<file path="src/rtl/drawing_rect_fill_pkg.sv">
// Shared types, constants and lane-mask helpers for the rectangle-fill engine.
package drawing_pkg;
  localparam int IDX_W  = 20;
  localparam int IDX2_W = IDX_W + 2;

  typedef enum logic [2:0] {S_IDLE, S_SETUP, S_READ, S_WRITE, S_STEP} state_e;

  localparam logic       MODE_SOLID = 1'b0;
  localparam logic       MODE_XOR   = 1'b1;
  localparam logic [3:0] NBYTE_IDLE = 4'b1111;

  // Active-low enable: lane k is on when its pixel lies in [row_base+x0, row_base+x1).
  function automatic logic [3:0] lane_mask(input logic [IDX_W-1:0] word, input logic [15:0] x0,
                                           input logic [16:0] x1, input logic [IDX_W-1:0] row_base);
    logic [IDX2_W-1:0] lo, hi, p;
    lane_mask = NBYTE_IDLE;
    lo = {2'b00, row_base} + IDX2_W'(x0);
    hi = {2'b00, row_base} + IDX2_W'(x1);
    for (int k = 0; k < 4; k++) begin
      p = {word, 2'b00} + IDX2_W'(k);
      if (p >= lo && p < hi) lane_mask[k] = 1'b0;
    end
  endfunction

  function automatic logic [31:0] lane_data(input logic [3:0] nbyte, input logic [31:0] d);
    for (int k = 0; k < 4; k++)
      lane_data[8*k +: 8] = nbyte[k] ? 8'h00 : d[8*k +: 8];
  endfunction
endpackage

</file>
<file path="src/rtl/drawing_rect_fill_span_gen.sv">
// Word range of one clipped row and the byte mask of a selected word in it.
module drawing_span_gen
  import drawing_pkg::*;
(
  input  logic [15:0]      x0_i,
  input  logic [16:0]      x1_i,
  input  logic [IDX_W-1:0] row_base_i,
  input  logic [IDX_W-1:0] word_i,
  output logic [IDX_W-1:0] ws_o,
  output logic [IDX_W-1:0] we_o,
  output logic [3:0]       nbyte_o
);
  logic [IDX_W-1:0] first_px, last_px;

  assign first_px = row_base_i + IDX_W'(x0_i);
  assign last_px  = row_base_i + IDX_W'(x1_i) - IDX_W'(1);
  assign ws_o     = first_px >> 2;
  assign we_o     = last_px >> 2;
  assign nbyte_o  = lane_mask(word_i, x0_i, x1_i, row_base_i);
endmodule

</file>
<file path="src/rtl/drawing_rect_fill.sv">
// Rectangle-fill drawing engine: clips a rectangle and walks it as byte-masked word transfers.
module drawing_rect_fill
  import drawing_pkg::*;
#(
  parameter int SCREEN_W = 640,
  parameter int SCREEN_H = 480,
  parameter int ADDR_W   = 18,
  parameter int BASE     = 0
) (
  input  logic              clk,
  input  logic              rst_n,
  input  logic              req,
  output logic              ack,
  output logic              busy,
  input  logic [15:0]       r0,
  input  logic [15:0]       r1,
  input  logic [15:0]       r2,
  input  logic [15:0]       r3,
  input  logic [15:0]       r4,
  input  logic [15:0]       r5,
  input  logic [15:0]       r6,
  input  logic [15:0]       r7,
  output logic              de_req,
  input  logic              de_ack,
  output logic [ADDR_W-1:0] de_addr,
  output logic [3:0]        de_nbyte,
  output logic              de_rnw,
  output logic [31:0]       de_w_data,
  input  logic [31:0]       de_r_data
);
  localparam logic [ADDR_W-1:0] BASE_A = ADDR_W'(BASE);

  state_e            state_q, state_d;
  logic              ack_q, ack_d, busy_q, busy_d, mode_q, mode_d;
  logic [15:0]       x0_q, x0_d, y0_q, y0_d, w_q, w_d, h_q, h_d, row_q, row_d;
  logic [7:0]        colour_q, colour_d;
  logic [IDX_W-1:0]  word_q, word_d;
  logic [31:0]       rd_q, rd_d;
  logic              de_req_q, de_req_d, de_rnw_q, de_rnw_d;
  logic [3:0]        de_nbyte_q, de_nbyte_d;
  logic [ADDR_W-1:0] de_addr_q, de_addr_d;
  logic [31:0]       de_w_data_q, de_w_data_d;

  logic [16:0]       x1_sum, y1_sum, x1, y1;
  logic              empty, last_word, last_row, issue, bus_clr, done;
  logic [IDX_W-1:0]  row_base, ws, we, mask_word, issue_word;
  logic [3:0]        mask;
  logic [31:0]       fill;
  logic              unused_inputs;

  assign unused_inputs = ^{r4[15:8], r5[15:1], r6, r7};

  // 17-bit sums so a large origin plus extent cannot wrap back on-screen
  assign x1_sum = {1'b0, x0_q} + {1'b0, w_q};
  assign y1_sum = {1'b0, y0_q} + {1'b0, h_q};
  assign x1     = (x1_sum > 17'(SCREEN_W)) ? 17'(SCREEN_W) : x1_sum;
  assign y1     = (y1_sum > 17'(SCREEN_H)) ? 17'(SCREEN_H) : y1_sum;
  assign empty  = ({1'b0, x0_q} >= x1) || ({1'b0, y0_q} >= y1);

  assign row_base   = IDX_W'(row_q) * IDX_W'(SCREEN_W);
  assign last_word  = (word_q == we);
  assign last_row   = (({1'b0, row_q} + 17'd1) == y1);
  assign done       = empty || (last_word && last_row);
  assign issue_word = (state_q == S_SETUP) ? ws : word_q + IDX_W'(1);
  assign mask_word  = (state_q == S_SETUP || state_q == S_STEP) ? issue_word : word_q;
  assign issue      = !empty && ((state_q == S_SETUP) || (state_q == S_STEP && !last_word));
  assign fill       = {4{colour_q}};

  drawing_span_gen u_span (
    .x0_i      (x0_q),
    .x1_i      (x1),
    .row_base_i(row_base),
    .word_i    (mask_word),
    .ws_o      (ws),
    .we_o      (we),
    .nbyte_o   (mask)
  );

  always_ff @(posedge clk or negedge rst_n)
    if (!rst_n) state_q <= S_IDLE;
    else        state_q <= state_d;

  always_comb begin
    state_d = state_q;
    case (state_q)
      S_IDLE:  if (req) state_d = S_SETUP;
      S_SETUP: state_d = empty ? S_STEP : ((mode_q == MODE_XOR) ? S_READ : S_WRITE);
      S_READ:  if (de_req_q && de_ack) state_d = S_WRITE;
      S_WRITE: if (de_req_q && de_ack) state_d = S_STEP;
      S_STEP: begin
        if (done)           state_d = S_IDLE;
        else if (last_word) state_d = S_SETUP;
        else                state_d = (mode_q == MODE_XOR) ? S_READ : S_WRITE;
      end
      default: state_d = S_IDLE;
    endcase
  end

  always_comb begin
    ack_d = 1'b0;  busy_d = busy_q;  mode_d = mode_q;  colour_d = colour_q;
    x0_d = x0_q;  y0_d = y0_q;  w_d = w_q;  h_d = h_q;  row_d = row_q;
    word_d = word_q;  rd_d = rd_q;  bus_clr = 1'b0;
    de_req_d = de_req_q;  de_rnw_d = de_rnw_q;  de_nbyte_d = de_nbyte_q;
    de_addr_d = de_addr_q;  de_w_data_d = de_w_data_q;
    case (state_q)
      S_IDLE: if (req) begin
        ack_d = 1'b1;  busy_d = 1'b1;
        x0_d = r0;  y0_d = r1;  w_d = r2;  h_d = r3;  row_d = r1;
        colour_d = r4[7:0];  mode_d = r5[0];
      end
      S_READ: if (de_req_q && de_ack) begin
        rd_d = de_r_data;  bus_clr = 1'b1;
      end
      S_WRITE: begin
        // XOR writes arrive here with the bus released after the read
        if (!de_req_q) begin
          de_req_d = 1'b1;  de_rnw_d = 1'b0;  de_nbyte_d = mask;
          de_addr_d = BASE_A + ADDR_W'(word_q);
          de_w_data_d = lane_data(mask, rd_q ^ fill);
        end else if (de_ack) bus_clr = 1'b1;
      end
      S_STEP: begin
        if (done)           busy_d = 1'b0;
        else if (last_word) row_d = row_q + 16'd1;
      end
      default: ;
    endcase
    if (issue) begin
      word_d = issue_word;  de_req_d = 1'b1;
      de_addr_d = BASE_A + ADDR_W'(issue_word);
      if (mode_q == MODE_XOR) begin
        de_rnw_d = 1'b1;  de_nbyte_d = 4'b0000;  de_w_data_d = 32'h0;
      end else begin
        de_rnw_d = 1'b0;  de_nbyte_d = mask;  de_w_data_d = lane_data(mask, fill);
      end
    end
    if (bus_clr) begin
      de_req_d = 1'b0;  de_rnw_d = 1'b1;  de_nbyte_d = NBYTE_IDLE;
      de_addr_d = '0;   de_w_data_d = 32'h0;
    end
  end

  always_ff @(posedge clk or negedge rst_n)
    if (!rst_n) begin
      ack_q <= 1'b0;  busy_q <= 1'b0;  mode_q <= MODE_SOLID;  colour_q <= 8'h0;
      x0_q <= '0;  y0_q <= '0;  w_q <= '0;  h_q <= '0;  row_q <= '0;
      word_q <= '0;  rd_q <= '0;
      de_req_q <= 1'b0;  de_rnw_q <= 1'b1;  de_nbyte_q <= NBYTE_IDLE;
      de_addr_q <= '0;  de_w_data_q <= '0;
    end else begin
      ack_q <= ack_d;  busy_q <= busy_d;  mode_q <= mode_d;  colour_q <= colour_d;
      x0_q <= x0_d;  y0_q <= y0_d;  w_q <= w_d;  h_q <= h_d;  row_q <= row_d;
      word_q <= word_d;  rd_q <= rd_d;
      de_req_q <= de_req_d;  de_rnw_q <= de_rnw_d;  de_nbyte_q <= de_nbyte_d;
      de_addr_q <= de_addr_d;  de_w_data_q <= de_w_data_d;
    end

  assign ack       = ack_q;
  assign busy      = busy_q;
  assign de_req    = de_req_q;
  assign de_rnw    = de_rnw_q;
  assign de_nbyte  = de_nbyte_q;
  assign de_addr   = de_addr_q;
  assign de_w_data = de_w_data_q;
endmodule

</file>
<file path="config.mk">
export PLATFORM = sky130hd
export DESIGN_NAME = drawing_rect_fill
export DESIGN_NICKNAME = d
export VERILOG_FILES = /design/src/rtl/drawing_rect_fill_pkg.sv /design/src/rtl/drawing_rect_fill_span_gen.sv /design/src/rtl/drawing_rect_fill.sv
export SDC_FILE = /design/constraint.sdc
export NUM_CORES = 1
export LEC_CHECK = 0
export BUFFER_PORTS_ARGS = -buffer_cell sky130_fd_sc_hd__buf_4
export CAP_MARGIN = 20
export CORE_ASPECT_RATIO = 1.1
export CORE_MARGIN = 3
export CORE_UTILIZATION = 30
export DETAILED_ROUTE_END_ITERATION = 8
export GPL_TIMING_DRIVEN = 0
export PLACE_DENSITY_LB_ADDON = 0.12
export REMOVE_ABC_BUFFERS = 1
export SLEW_MARGIN = 20
export SYNTH_ARGS = -nofsm -noshare
export SYNTH_HDL_FRONTEND = slang
export SYNTH_HIERARCHICAL = 1
export SYNTH_SLANG_ARGS = --single-unit
</file>
<file path="constraint.sdc">
create_clock -name clk -period 18.8 [get_ports clk]
set_clock_uncertainty 0.2 [all_clocks]
set_input_delay 1.88 -clock clk [delete_from_list [all_inputs] [get_ports clk]]
set_output_delay 1.88 -clock clk [all_outputs]
set_load 0.03 [all_outputs]
</file>
==> results of run 1 <==
## cell usage after synthesis, types with 20 or more instances
cell type	count
a21o_1	43
a21oi_1	167
and3_1	32
buf_1	20
clkbuf_1	68
dfrtp_1	197
ha_1	192
inv_1	122
mux2_2	36
nand2_1	322
nand3_1	42
nand4_1	23
nor2_1	189
nor3_1	23
o21a_1	23
o21ai_0	146
o31ai_1	33
xnor2_1	86
xor2_1	54
## state kept, by name (all words and copies together) (netlist names)
name / cells
ack: 1
busy: 1
colour_q: 8
de_addr: 18
de_nbyte: 4
de_req: 1
de_rnw: 1
de_w_data: 32
h_q: 16
mode_q: 1
rd_q: 32
row_q: 16
state_q: 3
w_q: 16
word_q: 20
x0_q: 16
y0_q: 16
## through the flow
| stage | worst slack (ns) | hold WS (ns) | instance area (um^2) | utilization | cells |
|---|---|---|---|---|---|
| floorplan | 11.06 | 0.250 | 17100 | - | 2080 |
| global placement | 8.23 | 0.263 | 19200 | 0.339 | 2990 |
| detailed placement | 9.00 | 0.272 | 19600 | 0.345 | 3006 |
| CTS | 8.96 | 0.285 | 20400 | 0.360 | 3052 |
| global route | 8.36 | 0.305 | 20400 | 0.360 | 3052 |
| finish | 9.09 | 0.278 | 20400 | 0.360 | 3052 |
## logic make-up (layout without fill, tap and decap cells)
kind of cell / Yosys count / in the layout / share of synthesized area
buf+inv: 232 / 350 / 0.0542
xor+xnor: 140 / 140 / 0.0707
mux: 44 / 44 / 0.0280
other cells: 3 / 53 / 0.000649
compound gates: 575 / 575 / 0.213
flops: 202 / 202 / 0.292
fa+ha+maj: 198 / 198 / 0.145
simple gates: 746 / 746 / 0.196
## worst register-to-register path: cells and delay by family (launching register included)
family / cells / cell delay, ns
buffers and inverters: 3 / 0.22
muxes: 1 / 0.39
and+or+nand+nor: 13 / 3.96
adders and majority gates: 3 / 1.01
DFF: 1 / 0.48
xor gates and xnor gates: 2 / 0.39
AOI/OAI and AO/OA: 11 / 2.96
## placed cells by master (no fill, tap or decap), types with 9 or more instances in the layout
cell type and instances:
nor4_1 9, xnor2_1 86, buf_4 172, a21o_1 43
o21ai_0 146, conb_1 53, dfrtp_1 197, o211ai_1 17
nor2_1 187, o21a_1 23, nand2_1 320, nand3_1 42
a211oi_1 11, mux2_2 36, a21oi_1 167, nor3b_1 16
xor2_1 54, a221o_1 18, clkbuf_16 26, nand4_1 23
clkbuf_1 9, and3_1 32, o31ai_1 33, ha_1 192
o21bai_1 18, nor2b_1 19, inv_1 121, a31oi_1 13
nor3_1 23, nand2b_1 19
## per-layer routing
| layer | vias up | track usage |
|---|---|---|
| met3 | 57 | 0.0183 |
| met2 | 280 | 0.292 |
| li1 | 7754 | - |
| met5 | - | 0 |
| met4 | 0 | 0.0429 |
| met1 | 7237 | 0.233 |
## cell type report
class,count,share of cell area
inverters,122,0.0225
repair buffers,182,0.0754
multi-input cells,1756,0.566
clock buffers,39,0.0362
flip-flops and latches,202,0.248
clock inverters,7,0.00613
well taps,744,0.0456
## worst max-delay path by stage
| stage | startpoint | end | slack, ns | cells past startpoint |
|---|---|---|---|---|
| 3_3_place_gp | req | row_q[8] | 8.23 | 9 |
| 2_1_floorplan | x0_q[0] | de_addr[10] | 11.06 | 30 |
| 5_1_grt | x0_q[1] | row_q[5] | 8.36 | 33 |
| 6_report | x0_q[1] | row_q[8] | 9.09 | 33 |
| 3_5_place_dp | x0_q[1] | row_q[5] | 9.00 | 33 |
| 4_1_cts | x0_q[1] | row_q[5] | 8.96 | 33 |
==> flow_summary.ini, run 1 <==
[setup_path]
regToRegSetupSlack_ns = 9.09
r2r_cells = 33
startpoint_type = flop
cpMaxStageDelayCell = nor3_1
max_stage_delay_ns = 0.77
critPathKind = flop to flop
path_delay_family = simple AND/OR/NAND/NOR gates
critPathCaptureType = flop
cp_max_fo = 19
worst-endpoint-arrival_ns = 9.96
crit_buf_inv = 3
required_ns = 19.05
timing.rr.start = x0_q[1]
r2r_end = row_q[8]

[clocking]
cts.clk_slew.worst_paths_ns = 0.07
cts_setup_buffers = 0
ctsLongestPathBuffers = 3
cts-root-buf = clkbuf_16
cts_tree = built
ctsHoldBuffers = 0
clkLatencyLatePin_ns = 0.57
cts_resized = 0
clock_sinks = 202
cts_max_level = 1
cts_buffers = 26

[final_layout]
synthToLayoutAreaGrowth_pct = 17.7
multi_input_area_mm2 = 0.0116
fill_cells = 5962
seq_area_mm2 = 0.00506
diodes = 0
drive_above_1_share = 0.128
nets = 2652

[global_route]
antenna_found_initial = 0
grt_pass1_vias = 15200
grt_pass1_wl_mm = 84.9
grt_overflow_total = 0
grt_use_total = 0.172
grt_max_degree = 85

[drt]
wl_mm = 53.4
firstDrtPassIters = 7
drt-met1-wl_mm = 25.3
routed-wl-met2_mm = 24.9
drc_errors = 0
vias_per_cell = 5.02
wl_per_cell_um = 17.5
drt_iter0_markers = 773
top_layer = met4
via_count = 15300
wl_met3_mm = 1.97
ant_nets = 0

[yosys]
ys_seq_area_frac = 0.292
yosys.area.top_type = dfrtp_1
netlist-cell-type-count = 85
synthDominantCellAreaShare = 0.284
syn_area_per_cell_um2 = 8.11
synth_area_leaders = dfrtp_1 (28%), ha_1 (14%), nand2_1 (7.0%)
mappedNetlistArea_mm2 = 0.0174
async_reset_ff_frac = 1.00
ys_seq_elements = 202
syn_inst = 2140
ys_warn_count = 6
synth_edf_count = 0
yosys_most_used_dff = dfrtp_1

[placement]
gp_congestion = 0.821
port_buffers = 166
dp_hpwl_mm = 40.9

[sta]
worst_slew_pin_slew_ns = 1.06
rsz0062_at_grt = no
fmax_ghz = 0.103
final_hold_viol_count = 0
slew_viol_final = 0
layout_min_cycle_time_ns = 9.71
final.setup.tns_ns = 0
setup_violations = 0
slew_headroom = 0.290
fin_crit_sh = 0.517

[hold_path]
holdPathEnd = de_w_data[12]
min_from = de_w_data[12]
min_path_cells = 2
hp-class = flop to flop

[floorplan]
die_area_mm2 = 0.0608
rows = 91
ioPinCount = 222
chipHeight_um = 258
initial_core_util = 0.306
fp.dieW_um = 235
core_mm2 = 0.0567

[status]
status = complete, no violations

[flow_run]
cap_violations = 0
Power of run 1 is left out: the tool's default activity adds up to more than one toggle a clock period on the data nets, which glitch-free logic cannot reach.
==> inputs of run 2 (changes only) <==
==> constraint.sdc (replaced) <==
create_clock -name clk -period 9.25 [get_ports clk]
set_clock_uncertainty 0.2 [all_clocks]
set_input_delay 0.925 -clock clk [delete_from_list [all_inputs] [get_ports clk]]
set_output_delay 0.925 -clock clk [all_outputs]
set_load 0.03 [all_outputs]
==> run 2 against run 1 <==
Net effect:
- cell count about the same
- setup slack worse by 8.4 ns
- highest routed layer unchanged
- via count up 0.16%
- non-clock buffer count up 1
- critical path type unchanged
- routed wire length up 0.91%
- first-iteration DRC count up 14%
- critical path depth down 1
==> flow_summary.ini, run 2 (synthesized netlist as in run 1, its figures left out) <==
[status]
status = complete, no violations

[final_layout]
fill_cells = 5963
nets = 2655
final_util = 0.361
drive_above_1_share = 0.131
layout_commonest_cell = nand2_1
design_area_mm2 = 0.0205
final_cells = 3055
diodes = 0
layout_common_cells = nand2_1 (320), dfrtp_1 (197), ha_1 (192)
synthToLayoutAreaGrowth_pct = 18.0

[setup_path]
critPathKind = flop to flop
startpoint_type = flop
cpMaxStageDelayCell = or4b_1
worst-endpoint-arrival_ns = 8.81
critPathCaptureType = flop
r2r_cells = 32
cp_max_fo = 9
r2r_end = row_q[5]
regToRegSetupSlack_ns = 0.69
timing.rr.start = x0_q[1]
max_stage_delay_ns = 0.49
required_ns = 9.50

[drt]
drt_iter0_markers = 882
wl_mm = 53.9
wl_per_cell_um = 17.6
via_count = 15400
vias_per_cell = 5.03
drc_errors = 0
ant_nets = 0
firstDrtPassIters = 5

[placement]
port_buffers = 166
dp.cells = 3006
gp_congestion = 0.821
dp_hpwl_mm = 40.9
dpl_cell_area_mm2 = 0.0196

[clocking]
ctsLongestPathBuffers = 3
clock_sinks = 202
cts_tree = built
cts_max_level = 1
clkLatencyLatePin_ns = 0.57
cts_buffers = 26
cts.clk_slew.worst_paths_ns = 0.07
cts-root-buf = clkbuf_16

[sta]
slew_headroom = 0.280
rsz0062_at_grt = no
fmax_ghz = 0.117
layout_min_cycle_time_ns = 8.56
worst_slew_pin_slew_ns = 1.08
slew_viol_final = 0
setup_violations = 0
fin_crit_sh = 0.926
final.setup.tns_ns = 0
final_hold_viol_count = 0

[floorplan]
initial_core_util = 0.306
rows = 91
core_mm2 = 0.0567
fp.dieW_um = 235
ioPinCount = 222
chipHeight_um = 258
die_area_mm2 = 0.0608

[global_route]
grt_max_degree = 85
antenna_found_initial = 0
grt_pass1_wl_mm = 85.0
grt_overflow_total = 0
grt_use_total = 0.172
grt_pass1_vias = 15200

[flow_run]
cap_violations = 0

[hold_path]
hp-class = primary input to asynchronous set/reset pin
run 2: critical path, delay by kind of cell (launching register included):
| kind | cells | cell delay (ns) |
|---|---|---|
| and+or+nand+nor | 12 | 3.11 |
| buffers and inverters | 3 | 0.22 |
| AOI/OAI and AO/OA | 11 | 2.70 |
| muxes | 1 | 0.37 |
| xor gates and xnor gates | 2 | 0.35 |
| adders and majority gates | 3 | 1.01 |
| DFF | 1 | 0.48 |
run 2: worst max path at each step:
stage	start	to	slack (ns)
6_report	x0_q[1]	row_q[5]	0.69
3_5_place_dp	x0_q[1]	row_q[5]	-0.55
3_3_place_gp	x0_q[1]	de_addr[4]	-1.04
4_1_cts	x0_q[1]	row_q[5]	0.10
2_1_floorplan	x0_q[0]	de_addr[10]	1.51
5_1_grt	x0_q[1]	row_q[5]	0.05
run 2: metrics by stage:
step	hold WS (ns)	worst slack (ns)
after detailed placement	0.272	-0.552
after global placement	0.263	-1.04
final	0.0588	0.688
after CTS	0.0411	0.103
after global routing	0.0750	0.0524
after floorplan	0.250	1.51
run 2: cell type report:
type	instances	area [um^2]	share of cell area
clock buffers	39	739	0.0361
repair buffers	183	1550	0.0755
flip-flops and latches	202	5060	0.247
well taps	744	931	0.0455
multi-input cells	1758	11600	0.567
inverters	122	460	0.0225
clock inverters	7	125	0.00611
run 2: metal layers:
metal  vias to the layer above  global-route usage  wire [um]
met1                      7231               0.234      25500
met5                         -                   0          0
met2                       298               0.292      25100
li1                       7765                   -          -
met3                        59              0.0183       2100
met4                         0              0.0429       1230
run 2: what timing repair did:
action / in CTS / in global routing
buffers inserted: 0 / 1
pin swaps: 0 / 3
endpoints found under the setup margin: 39 / 70
gates resized for setup: 3 / 4
gates cloned: 0 / 2
endpoints found under the hold margin: 0 / 0
hold buffers: 0 / 0
Power of run 2 is left out for the same reason.
==> inputs of run 3 (changes only) <==
--- a/config.mk
+++ b/config.mk
@@ -5,12 +5,12 @@
 export SDC_FILE = /design/constraint.sdc
 export NUM_CORES = 1
 export LEC_CHECK = 0
-export BUFFER_PORTS_ARGS = -buffer_cell sky130_fd_sc_hd__buf_4
 export CAP_MARGIN = 20
 export CORE_ASPECT_RATIO = 1.1
 export CORE_MARGIN = 3
 export CORE_UTILIZATION = 30
 export DETAILED_ROUTE_END_ITERATION = 8
+export DONT_BUFFER_PORTS = 1
 export GPL_TIMING_DRIVEN = 0
 export PLACE_DENSITY_LB_ADDON = 0.12
 export REMOVE_ABC_BUFFERS = 1
==> run 3 against run 2 <==
Net effect:
- setup slack worse by 0.015 ns
- via count is 2.9% lower
- core utilization is 2.1 points lower
- fmax is 0.17% lower
- first-iteration DRC count is 15% lower
- critical path type unchanged
==> flow_summary.ini, run 3 (synthesized netlist as in run 1, its figures left out) <==
[final_layout]
synthToLayoutAreaGrowth_pct = 11.2
layout_commonest_cell = nand2_1
final_cells = 2897
fill_cells = 5972
layout_common_cells = nand2_1 (319), dfrtp_1 (197), ha_1 (192)
nets = 2492
drive_above_1_share = 0.0669

[drt]
wl_mm = 53.9
wl_per_cell_um = 18.6
vias_per_cell = 5.14
ant_nets = 0
firstDrtPassIters = 5
drt_iter0_markers = 750
via_count = 14900
drc_errors = 0

[sta]
slew_headroom = 0.293
rsz0062_at_grt = yes
setup_violations = 0
slew_viol_final = 0
fmax_ghz = 0.117
final_hold_viol_count = 0
layout_min_cycle_time_ns = 8.58
worst_slew_pin_slew_ns = 1.06
fin_crit_sh = 0.927

[setup_path]
regToRegSetupSlack_ns = 0.67
r2r_end = row_q[5]
worst-endpoint-arrival_ns = 8.84
critPathCaptureType = flop
cp_max_fo = 9
startpoint_type = flop
max_stage_delay_ns = 0.49
r2r_cells = 32
required_ns = 9.51
timing.rr.start = x0_q[1]
cpMaxStageDelayCell = or4b_1
critPathKind = flop to flop

[global_route]
antenna_found_initial = 1
grt_use_total = 0.172
grt_max_degree = 198
grt_pass1_vias = 14900
grt_overflow_total = 0
grt_pass1_wl_mm = 84.6

[floorplan]
initial_core_util = 0.306
ioPinCount = 222
fp.dieW_um = 235
rows = 91
chipHeight_um = 258
core_mm2 = 0.0567
die_area_mm2 = 0.0608

[hold_path]
hp-class = primary input to asynchronous set/reset pin

[clocking]
cts_buffers = 28
clock_sinks = 202
clkLatencyLatePin_ns = 0.58
cts_max_level = 1
ctsLongestPathBuffers = 3
cts-root-buf = clkbuf_16
cts_tree = built
cts.clk_slew.worst_paths_ns = 0.06

[placement]
gp_congestion = 0.808
port_buffers = 0
dp_hpwl_mm = 40.7
dp.cells = 2838

[status]
status = complete, no violations

[flow_run]
cap_violations = 0
[run 3: cell count changes in the layout (fill, tap and decap cells not counted), sizes merged]
cell         change
diode            +1
clkinvlp         +1
bufinv           -2
buf            -166
inv              +3
dlygate4sd3      +1
clkbuf           +4
[run 3: per-stage QoR]
step	hold slack (ns)	setup slack [ns]	cell area (um^2)	TNS [ns]	utilization
2_1_floorplan	0.250	1.51	17100	0	-
3_3_place_gp	0.266	-1.09	18000	-66.76	0.317
3_5_place_dp	0.272	-0.701	18200	-6.72	0.322
4_1_cts	0.209	0.0135	19200	0	0.339
5_1_grt	0.0439	-0.0102	19300	-0.0102	0.340
6_report	0.0517	0.673	19300	0	0.340
[run 3: timing repair]
| item | 4_1_cts | 5_1_grt |
|---|---|---|
| endpoints found under the setup margin | 62 | 77 |
| gates resized for setup | 3 | 6 |
| buffers inserted | 0 | 1 |
| cloned | 0 | 2 |
| hold buffers | 2 | 0 |
| endpoints found under the hold margin | 197 | 0 |
| pin swaps | 0 | 3 |
[run 3: critical path: cells and delay by family, from the launching register on]
| kind | cells | cell delay, ns |
|---|---|---|
| AOI/OAI and AO/OA | 13 | 3.39 |
| and+or+nand+nor | 10 | 2.43 |
| adders and majority gates | 3 | 1.01 |
| DFF | 1 | 0.48 |
| muxes | 1 | 0.37 |
| xor gates and xnor gates | 2 | 0.35 |
| buffers and inverters | 3 | 0.23 |
[run 3: area by class of cell]
type | instances | area, um^2 | area share
multi-input combinational | 1758 | 11600 | 0.602
sequential | 202 | 5060 | 0.262
tap | 744 | 931 | 0.0483
clock buffer | 43 | 817 | 0.0424
inverter | 122 | 460 | 0.0239
timing repair buffer | 18 | 290 | 0.0150
clock inverter | 9 | 109 | 0.00564
antenna | 1 | 2.50 | 0.000130
[run 3: how the worst max path moves through the flow]
stage | startpoint | endpoint | slack (ns) | cells past startpoint
final | x0_q[1] | row_q[5] | 0.67 | 32
after global placement | x0_q[1] | de_addr[6] | -1.09 | 30
after global routing | x0_q[1] | row_q[5] | -0.01 | 32
after floorplan | x0_q[0] | de_addr[10] | 1.51 | 30
after CTS | x0_q[1] | row_q[5] | 0.01 | 33
after detailed placement | x0_q[1] | row_q[5] | -0.70 | 33
[run 3: metal layers]
layer	up-vias	global-route usage	routed length [um]	part of all wire
li1	7447	-	-	-
met1	7102	0.228	24900	0.46
met2	293	0.294	25300	0.47
met3	60	0.0282	2550	0.047
met4	0	0.0404	1150	0.021
met5	-	0	0	0
Power of run 3 is left out for the same reason.
